## config.mk

```make
export PLATFORM = sky130hd
export DESIGN_NAME = inst_fetch_queue_flat
export DESIGN_NICKNAME = d
export VERILOG_FILES = /design/src/rtl/inst_fetch_queue_pkg.sv /design/src/rtl/inst_fetch_queue_if.sv /design/src/rtl/inst_fetch_queue_fifo.sv /design/src/rtl/inst_fetch_queue.sv /design/src/flat_wrapper.sv
export SDC_FILE = /design/constraint.sdc
export NUM_CORES = 1
export LEC_CHECK = 0
export ABC_AREA = 1
export CORE_UTILIZATION = 62
export CTS_CLUSTER_DIAMETER = 200
export CTS_CLUSTER_SIZE = 30
export DETAILED_ROUTE_END_ITERATION = 12
export GPL_TIMING_DRIVEN = 0
export PLACE_DENSITY = 0.95
export REMOVE_ABC_BUFFERS = 1
export SETUP_SLACK_MARGIN = 0.1
export SLEW_MARGIN = 5
export SYNTH_ARGS = -nofsm -noshare
export SYNTH_HDL_FRONTEND = slang
export SYNTH_HIERARCHICAL = 1
export SYNTH_SLANG_ARGS = --single-unit
```

## constraint.sdc

```tcl
create_clock -name clk -period 21 [get_ports clk]
set_clock_uncertainty 0.2 [all_clocks]
set_input_delay 5.25 -clock clk [delete_from_list [all_inputs] [get_ports clk]]
set_output_delay 5.25 -clock clk [all_outputs]
set_load 0.05 [all_outputs]
```

## src/rtl/inst_fetch_queue_pkg.sv

```systemverilog
// Shared constants and types for the instruction fetch queue.
// Holds the fetch-entry layout and the PC alignment helper.
package inst_fetch_queue_pkg;

  localparam int unsigned XLEN = 32;
  localparam logic [XLEN-1:0] INST_NOP = 32'h0000_0013;
  localparam logic [XLEN-1:0] PC_STRIDE = 32'd4;

  typedef struct packed {
    logic [XLEN-1:0] pc;
    logic [XLEN-1:0] inst;
  } fetch_entry_t;

  function automatic logic [XLEN-1:0] align_pc(input logic [XLEN-1:0] pc);
    return pc & ~32'h0000_0003;
  endfunction

endpackage

```

## src/rtl/inst_fetch_queue_if.sv

```systemverilog
// Bundle of the fetch stage's memory-side and decode-side signals.
// master = fetch stage, slave = memory/decode environment.
interface inst_fetch_queue_if;
  import inst_fetch_queue_pkg::*;

  logic            mem_req;
  logic [XLEN-1:0] mem_addr;
  logic            mem_gnt;
  logic            mem_rvalid;
  logic [XLEN-1:0] mem_rdata;
  logic            redirect;
  logic [XLEN-1:0] redirect_pc;
  logic            inst_valid;
  logic [XLEN-1:0] inst;
  logic [XLEN-1:0] inst_pc;
  logic            inst_ready;

  modport master (
    output mem_req, mem_addr,
    input  mem_gnt, mem_rvalid, mem_rdata,
    input  redirect, redirect_pc,
    output inst_valid, inst, inst_pc,
    input  inst_ready
  );

  modport slave (
    input  mem_req, mem_addr,
    output mem_gnt, mem_rvalid, mem_rdata,
    output redirect, redirect_pc,
    input  inst_valid, inst, inst_pc,
    output inst_ready
  );

endinterface

```

## src/rtl/inst_fetch_queue_fifo.sv

```systemverilog
// Synchronous {pc,inst} FIFO with flush and registered head outputs.
// Head registers are loaded from next-state, so a push shows up one cycle later.
module inst_fetch_queue_fifo
  import inst_fetch_queue_pkg::*;
#(
  parameter int unsigned DEPTH = 4,
  localparam int unsigned PtrW = $clog2(DEPTH),
  localparam int unsigned CntW = PtrW + 1
) (
  input  logic            clk,
  input  logic            rst,
  input  logic            i_push,
  input  fetch_entry_t    i_wdata,
  input  logic            i_pop,
  input  logic            i_flush,
  output logic [CntW-1:0] o_count,
  output logic            o_valid,
  output fetch_entry_t    o_head
);

  fetch_entry_t    r_mem [DEPTH];
  logic [PtrW-1:0] r_rd_ptr, r_wr_ptr;
  logic [PtrW-1:0] w_rd_ptr_d, w_wr_ptr_d;
  logic [CntW-1:0] r_count, w_count_d, w_count_rem;
  logic            r_valid, w_valid_d;
  fetch_entry_t    r_head, w_head_d;

  always_comb begin
    w_count_rem = r_count - CntW'(i_pop);
    w_count_d   = w_count_rem + CntW'(i_push);
    w_rd_ptr_d  = r_rd_ptr + PtrW'(i_pop);
    w_wr_ptr_d  = r_wr_ptr + PtrW'(i_push);
    w_valid_d   = 1'b0;
    w_head_d    = '{pc: '0, inst: INST_NOP};
    if (i_flush) begin
      w_count_d  = '0;
      w_rd_ptr_d = '0;
      w_wr_ptr_d = '0;
    end else if (w_count_d != '0) begin
      w_valid_d = 1'b1;
      // An empty queue (after any pop) means the new head is the word arriving now.
      w_head_d  = (w_count_rem == '0) ? i_wdata : r_mem[w_rd_ptr_d];
    end
  end

  always_ff @(posedge clk) begin
    if (rst) begin
      r_count  <= '0;
      r_rd_ptr <= '0;
      r_wr_ptr <= '0;
      r_valid  <= 1'b0;
      r_head   <= '{pc: '0, inst: INST_NOP};
    end else begin
      r_count  <= w_count_d;
      r_rd_ptr <= w_rd_ptr_d;
      r_wr_ptr <= w_wr_ptr_d;
      r_valid  <= w_valid_d;
      r_head   <= w_head_d;
    end
  end

  always_ff @(posedge clk) begin
    if (i_push && !i_flush) begin
      r_mem[r_wr_ptr] <= i_wdata;
    end
  end

  assign o_count = r_count;
  assign o_valid = r_valid;
  assign o_head  = r_head;

  a_no_overflow: assert property (@(posedge clk) disable iff (rst)
    (i_push && !i_pop && !i_flush) |-> (r_count != CntW'(DEPTH)));

endmodule

```

## src/rtl/inst_fetch_queue.sv

```systemverilog
// Fetch stage: issues word fetches under a credit limit, drops stale responses
// after a redirect and buffers returned words for decode.
module inst_fetch_queue
  import inst_fetch_queue_pkg::*;
#(
  parameter logic [XLEN-1:0] RESET_PC = 32'h0000_0000,
  parameter int unsigned     DEPTH    = 4
) (
  input logic               clk,
  input logic               rst,
  inst_fetch_queue_if.master bus
);

  localparam int unsigned CntW = $clog2(DEPTH) + 1;
  localparam logic [CntW:0] DepthLim = (CntW + 1)'(DEPTH);

  logic [XLEN-1:0] r_fetch_pc, r_resp_pc;
  logic [CntW-1:0] r_outstanding, r_drop;
  logic [CntW-1:0] w_out_d, w_count;
  logic [CntW:0]   w_inflight;
  logic            w_req, w_gnt_fire, w_rvalid, w_redirect;
  logic            w_drop_word, w_push, w_pop, w_head_valid;
  fetch_entry_t    w_wdata, w_head;

  // Buffered plus in-flight words never exceed DEPTH, so a response always has a slot.
  assign w_inflight   = {1'b0, w_count} + {1'b0, r_outstanding};
  assign w_redirect   = bus.redirect & ~rst;
  assign w_req        = ~rst & ~bus.redirect & (w_inflight < DepthLim);
  assign w_gnt_fire   = w_req & bus.mem_gnt;
  assign w_rvalid     = bus.mem_rvalid & ~rst;
  assign w_drop_word  = (r_drop != '0);
  assign w_push       = w_rvalid & ~w_redirect & ~w_drop_word;
  assign w_pop        = w_head_valid & bus.inst_ready & ~w_redirect;
  assign w_out_d      = r_outstanding + CntW'(w_gnt_fire) - CntW'(w_rvalid);
  assign w_wdata      = '{pc: r_resp_pc, inst: bus.mem_rdata};

  always_ff @(posedge clk) begin
    if (rst) begin
      r_fetch_pc    <= align_pc(RESET_PC);
      r_resp_pc     <= align_pc(RESET_PC);
      r_outstanding <= '0;
      r_drop        <= '0;
    end else begin
      r_outstanding <= w_out_d;
      if (w_redirect) begin
        r_fetch_pc <= align_pc(bus.redirect_pc);
        r_resp_pc  <= align_pc(bus.redirect_pc);
        // Every word still owed by memory belongs to the abandoned stream.
        r_drop     <= w_out_d;
      end else begin
        if (w_gnt_fire) begin
          r_fetch_pc <= r_fetch_pc + PC_STRIDE;
        end
        if (w_rvalid) begin
          if (w_drop_word) begin
            r_drop <= r_drop - CntW'(1);
          end else begin
            r_resp_pc <= r_resp_pc + PC_STRIDE;
          end
        end
      end
    end
  end

  inst_fetch_queue_fifo #(
    .DEPTH (DEPTH)
  ) u_fifo (
    .clk     (clk),
    .rst     (rst),
    .i_push  (w_push),
    .i_wdata (w_wdata),
    .i_pop   (w_pop),
    .i_flush (w_redirect),
    .o_count (w_count),
    .o_valid (w_head_valid),
    .o_head  (w_head)
  );

  assign bus.mem_req    = w_req;
  assign bus.mem_addr   = r_fetch_pc;
  assign bus.inst_valid = w_head_valid;
  assign bus.inst       = w_head.inst;
  assign bus.inst_pc    = w_head.pc;

endmodule
```

## src/flat_wrapper.sv

```systemverilog
// flat-port wrapper written by rule: the top's interface ports become plain ports
module inst_fetch_queue_flat import inst_fetch_queue_pkg::*;
#(
  parameter logic [XLEN-1:0] RESET_PC = 32'h0000_0000,
  parameter int unsigned     DEPTH    = 4
)
  (clk, rst, bus_mem_req, bus_mem_addr, bus_mem_gnt, bus_mem_rvalid, bus_mem_rdata, bus_redirect, bus_redirect_pc, bus_inst_valid, bus_inst, bus_inst_pc, bus_inst_ready);
  inst_fetch_queue_if bus_i ();
  input logic clk;
  input logic rst;
  output wire logic [$bits(bus_i.mem_req)-1:0] bus_mem_req;
  output wire logic [$bits(bus_i.mem_addr)-1:0] bus_mem_addr;
  input wire logic [$bits(bus_i.mem_gnt)-1:0] bus_mem_gnt;
  input wire logic [$bits(bus_i.mem_rvalid)-1:0] bus_mem_rvalid;
  input wire logic [$bits(bus_i.mem_rdata)-1:0] bus_mem_rdata;
  input wire logic [$bits(bus_i.redirect)-1:0] bus_redirect;
  input wire logic [$bits(bus_i.redirect_pc)-1:0] bus_redirect_pc;
  output wire logic [$bits(bus_i.inst_valid)-1:0] bus_inst_valid;
  output wire logic [$bits(bus_i.inst)-1:0] bus_inst;
  output wire logic [$bits(bus_i.inst_pc)-1:0] bus_inst_pc;
  input wire logic [$bits(bus_i.inst_ready)-1:0] bus_inst_ready;
  assign bus_mem_req = bus_i.mem_req;
  assign bus_mem_addr = bus_i.mem_addr;
  assign bus_i.mem_gnt = bus_mem_gnt;
  assign bus_i.mem_rvalid = bus_mem_rvalid;
  assign bus_i.mem_rdata = bus_mem_rdata;
  assign bus_i.redirect = bus_redirect;
  assign bus_i.redirect_pc = bus_redirect_pc;
  assign bus_inst_valid = bus_i.inst_valid;
  assign bus_inst = bus_i.inst;
  assign bus_inst_pc = bus_i.inst_pc;
  assign bus_i.inst_ready = bus_inst_ready;
  inst_fetch_queue #(.RESET_PC(RESET_PC), .DEPTH(DEPTH)) u_core (.clk(clk), .rst(rst), .bus(bus_i));
endmodule
```

==> flow_summary.ini <==
[run_status]
outcome = complete, no violations

[finish]
drive_above_1_share_pct = 5.877
final_core_util_pct = 72.21
final_nets = 2236
mostFrequentLayoutCells = nand2_1, edfxtp_1, clkdlybuf4s50_1, dfxtp_1, nor2_1
n_antenna_cell = 0
finalNonFillerCells = 2539
post-route-cell-area_sq_um = 20120
final_common_cell = nand2_1
syn2layout_area_growth_pct = 14.43
n_fill_cell = 1849

[worst_setup_path]
cpMaxStageDelayCell = clkdlybuf4s50_1
setup.worst_path.end_class = output port
critPathLaunchType = input pin
cp_cell_sequence = clkdlybuf4s50_1, nor2_1, nand2_1, nor2_4, clkdlybuf4s50_1
worstSetupPathType = input pin to output port
crit_top_cell = clkdlybuf4s50_1
cp.required_ns = 15.55
cp.arrival_ns = 7.47
cp_slowest_stage_delay_ns = 0.87
path_max_fanout = 13
crit_family = buffers and inverters
critPathBufInv = 2

[clock_tree]
worst_setup_hold_path_clk_slew_ns = 0.11
clock-root-buffer = clkbuf_16
clockBufferDepth = 3
post_cts_buffers = 0
ctsResizeCount = 0
numCtsBuffers = 17
worst_skew_pair.late_latency_ns = 0.53
cts_hold_buf = 0
clock_sinks = 394
h-tree-depth = 1
cts_tree = done

[sta]
min_period_over_period_pct = 61.54
hold_violations = 0
setup_tns_ns = 0
setup_viol = 0
max_freq_mhz = 77.38
setup_slack_ns = 8.077
rsz0062_at_grt = no
hold_slack_ns = 0.3351
fin_crit_ns = 12.92
worstMarginPinSlew_ns = 1.369
slew_headroom_pct = 8.757
slew_viol_final = 0

[logic_synthesis]
synth_warnings = 6
yosys_register_bits = 394
syn-mean-instance-area_sq_um = 8.742
seq_area_frac_synth_pct = 59.44
synth_cell_type_count = 40
syn-cell-area_sq_um = 17580
synth_area_leaders = edfxtp_1, nand2_1, dfxtp_1
synth.largest_area_cell = edfxtp_1
postSynthCellCount = 2011
synth_top_area_share_pct = 43.73

[floorplanning]
fp.dieArea_sq_um = 29030
io_pins = 168
start_util_pct = 63.10
num_rows = 61
die_h_um = 170.4
core-area_sq_um = 27860
die_x_um = 170.4

[drt]
first_pass_iters = 6
wl_per_cell_um = 17.19
drt_iter0_markers = 1956
wl_mm = 43.64
drt_drc_violations_left = 0
viasPerCell = 5.672
num_vias = 14400
ant_nets = 0

[power]
p_leak_nw = 7.976
power-per-cell-area_nw_per_um2 = 80.12
p_total_mw = 1.612
ir_drop_mv = 0.05207

[grt]
antenna_found_initial = 0
grt_remaining_overflow = 0
grt_pass1_wl_mm = 68.34
grt_usage_pct = 29.84
grt_pass1_vias = 13610
grt_max_degree = 91

[placed_design]
dp_hpwl_mm = 27.93
place_ws_ns = 8.091
gp_congestion = 0.9410
place_area_sq_um = 19620
post-place-cells = 2510
io_buffers = 163

[run]
max_cap_violations = 0

[min_path]
hp-class = register to register
## where the power goes
group | switching [mW] | internal [mW]
Combinational | 0.238 | 0.103
Clock | 0.230 | 0.158
Sequential | 0.0289 | 0.854
## flip-flops by register name, summed over array words and instances (netlist names), 3 cells and up
register	cells
u_core/u_fifo/o_head	64
u_core/r_resp_pc	30
u_core/bus.mem_addr	30
u_core/u_fifo/r_mem	256
u_core/r_outstanding	3
u_core/u_fifo/o_count	3
u_core/r_drop	3
## per-layer routing
metal  part of all wire (%)  track usage (%)
met5                      0                0
met4                    2.5            9.675
met3                    9.0            3.442
met2                     50            52.32
met1                     39            38.64
## path summary, 6_finish.rpt
| path | depth (start not counted) | to | startpoint | slack [ns] |
|---|---|---|---|---|
| max | 5 | bus_mem_req | rst | 8.08 |
| min reg2reg | 2 | u_core/bus.mem_addr[4] | u_core/bus.mem_addr[4] | 0.34 |
| min | 2 | u_core/bus.mem_addr[4] | u_core/bus.mem_addr[4] | 0.34 |
| max reg2reg | 11 | u_core/u_fifo/o_head[47] | u_core/u_fifo/o_valid | 17.14 |
## logic make-up (layout without fill, tap and decap cells)
family | Yosys count | count (layout) | synth area share [%]
other cells | 1 | 12 | 0.02133
flops | 394 | 394 | 59.44
compound gates | 193 | 193 | 6.171
buf+inv | 205 | 344 | 5.673
xor+xnor | 5 | 5 | 0.2492
fa+ha+maj | 15 | 15 | 1.110
simple gates | 1198 | 1198 | 27.33
## Yosys cell counts
| master | instances |
|---|---|
| nand2_1 | 920 |
| nand3b_2 | 1 |
| clkbuf_1 | 9 |
| or2_2 | 1 |
| nor2_2 | 20 |
| a21oi_2 | 20 |
| conb_1 | 1 |
| fa_1 | 1 |
| nand3b_1 | 2 |
| buf_2 | 31 |
| o21ai_0 | 59 |
| nand3_1 | 96 |
| o211ai_1 | 4 |
| o21ai_1 | 3 |
| inv_2 | 7 |
| nand2_4 | 2 |
| o21bai_1 | 4 |
| buf_4 | 36 |
| nor3_2 | 1 |
| buf_1 | 2 |
| o21ai_2 | 1 |
| nand4_1 | 1 |
| a31oi_1 | 8 |
| a22oi_1 | 2 |
| buf_6 | 7 |
| clkbuf_2 | 1 |
| xor2_1 | 2 |
| inv_1 | 112 |
| nor2_8 | 1 |
| o211a_1 | 1 |
| xnor2_1 | 3 |
| nor2_4 | 5 |
| dfxtp_1 | 138 |
| nand2_2 | 11 |
| nor2_1 | 128 |
| a21oi_1 | 91 |
| and2_1 | 3 |
| ha_1 | 14 |
| nor3_1 | 6 |
| edfxtp_1 | 256 |
## tightest hold or removal path, delay by kind of cell (launching register included)
family | cells | cell delay [ns]
flops | 1 | 0.37
compound gates | 1 | 0.05
simple gates | 1 | 0.08
## cell type report
type | instances | area (sq um) | area share (%)
multi-input combinational | 1423 | 6232 | 30.98
inverter | 119 | 449.2 | 2.233
timing repair buffer | 196 | 2016 | 10.02
clock buffer | 28 | 466.7 | 2.320
clock inverter | 1 | 30.03 | 0.1493
tap | 378 | 473.0 | 2.351
sequential | 394 | 10450 | 51.95
Power figures use the tool's default switching activity.
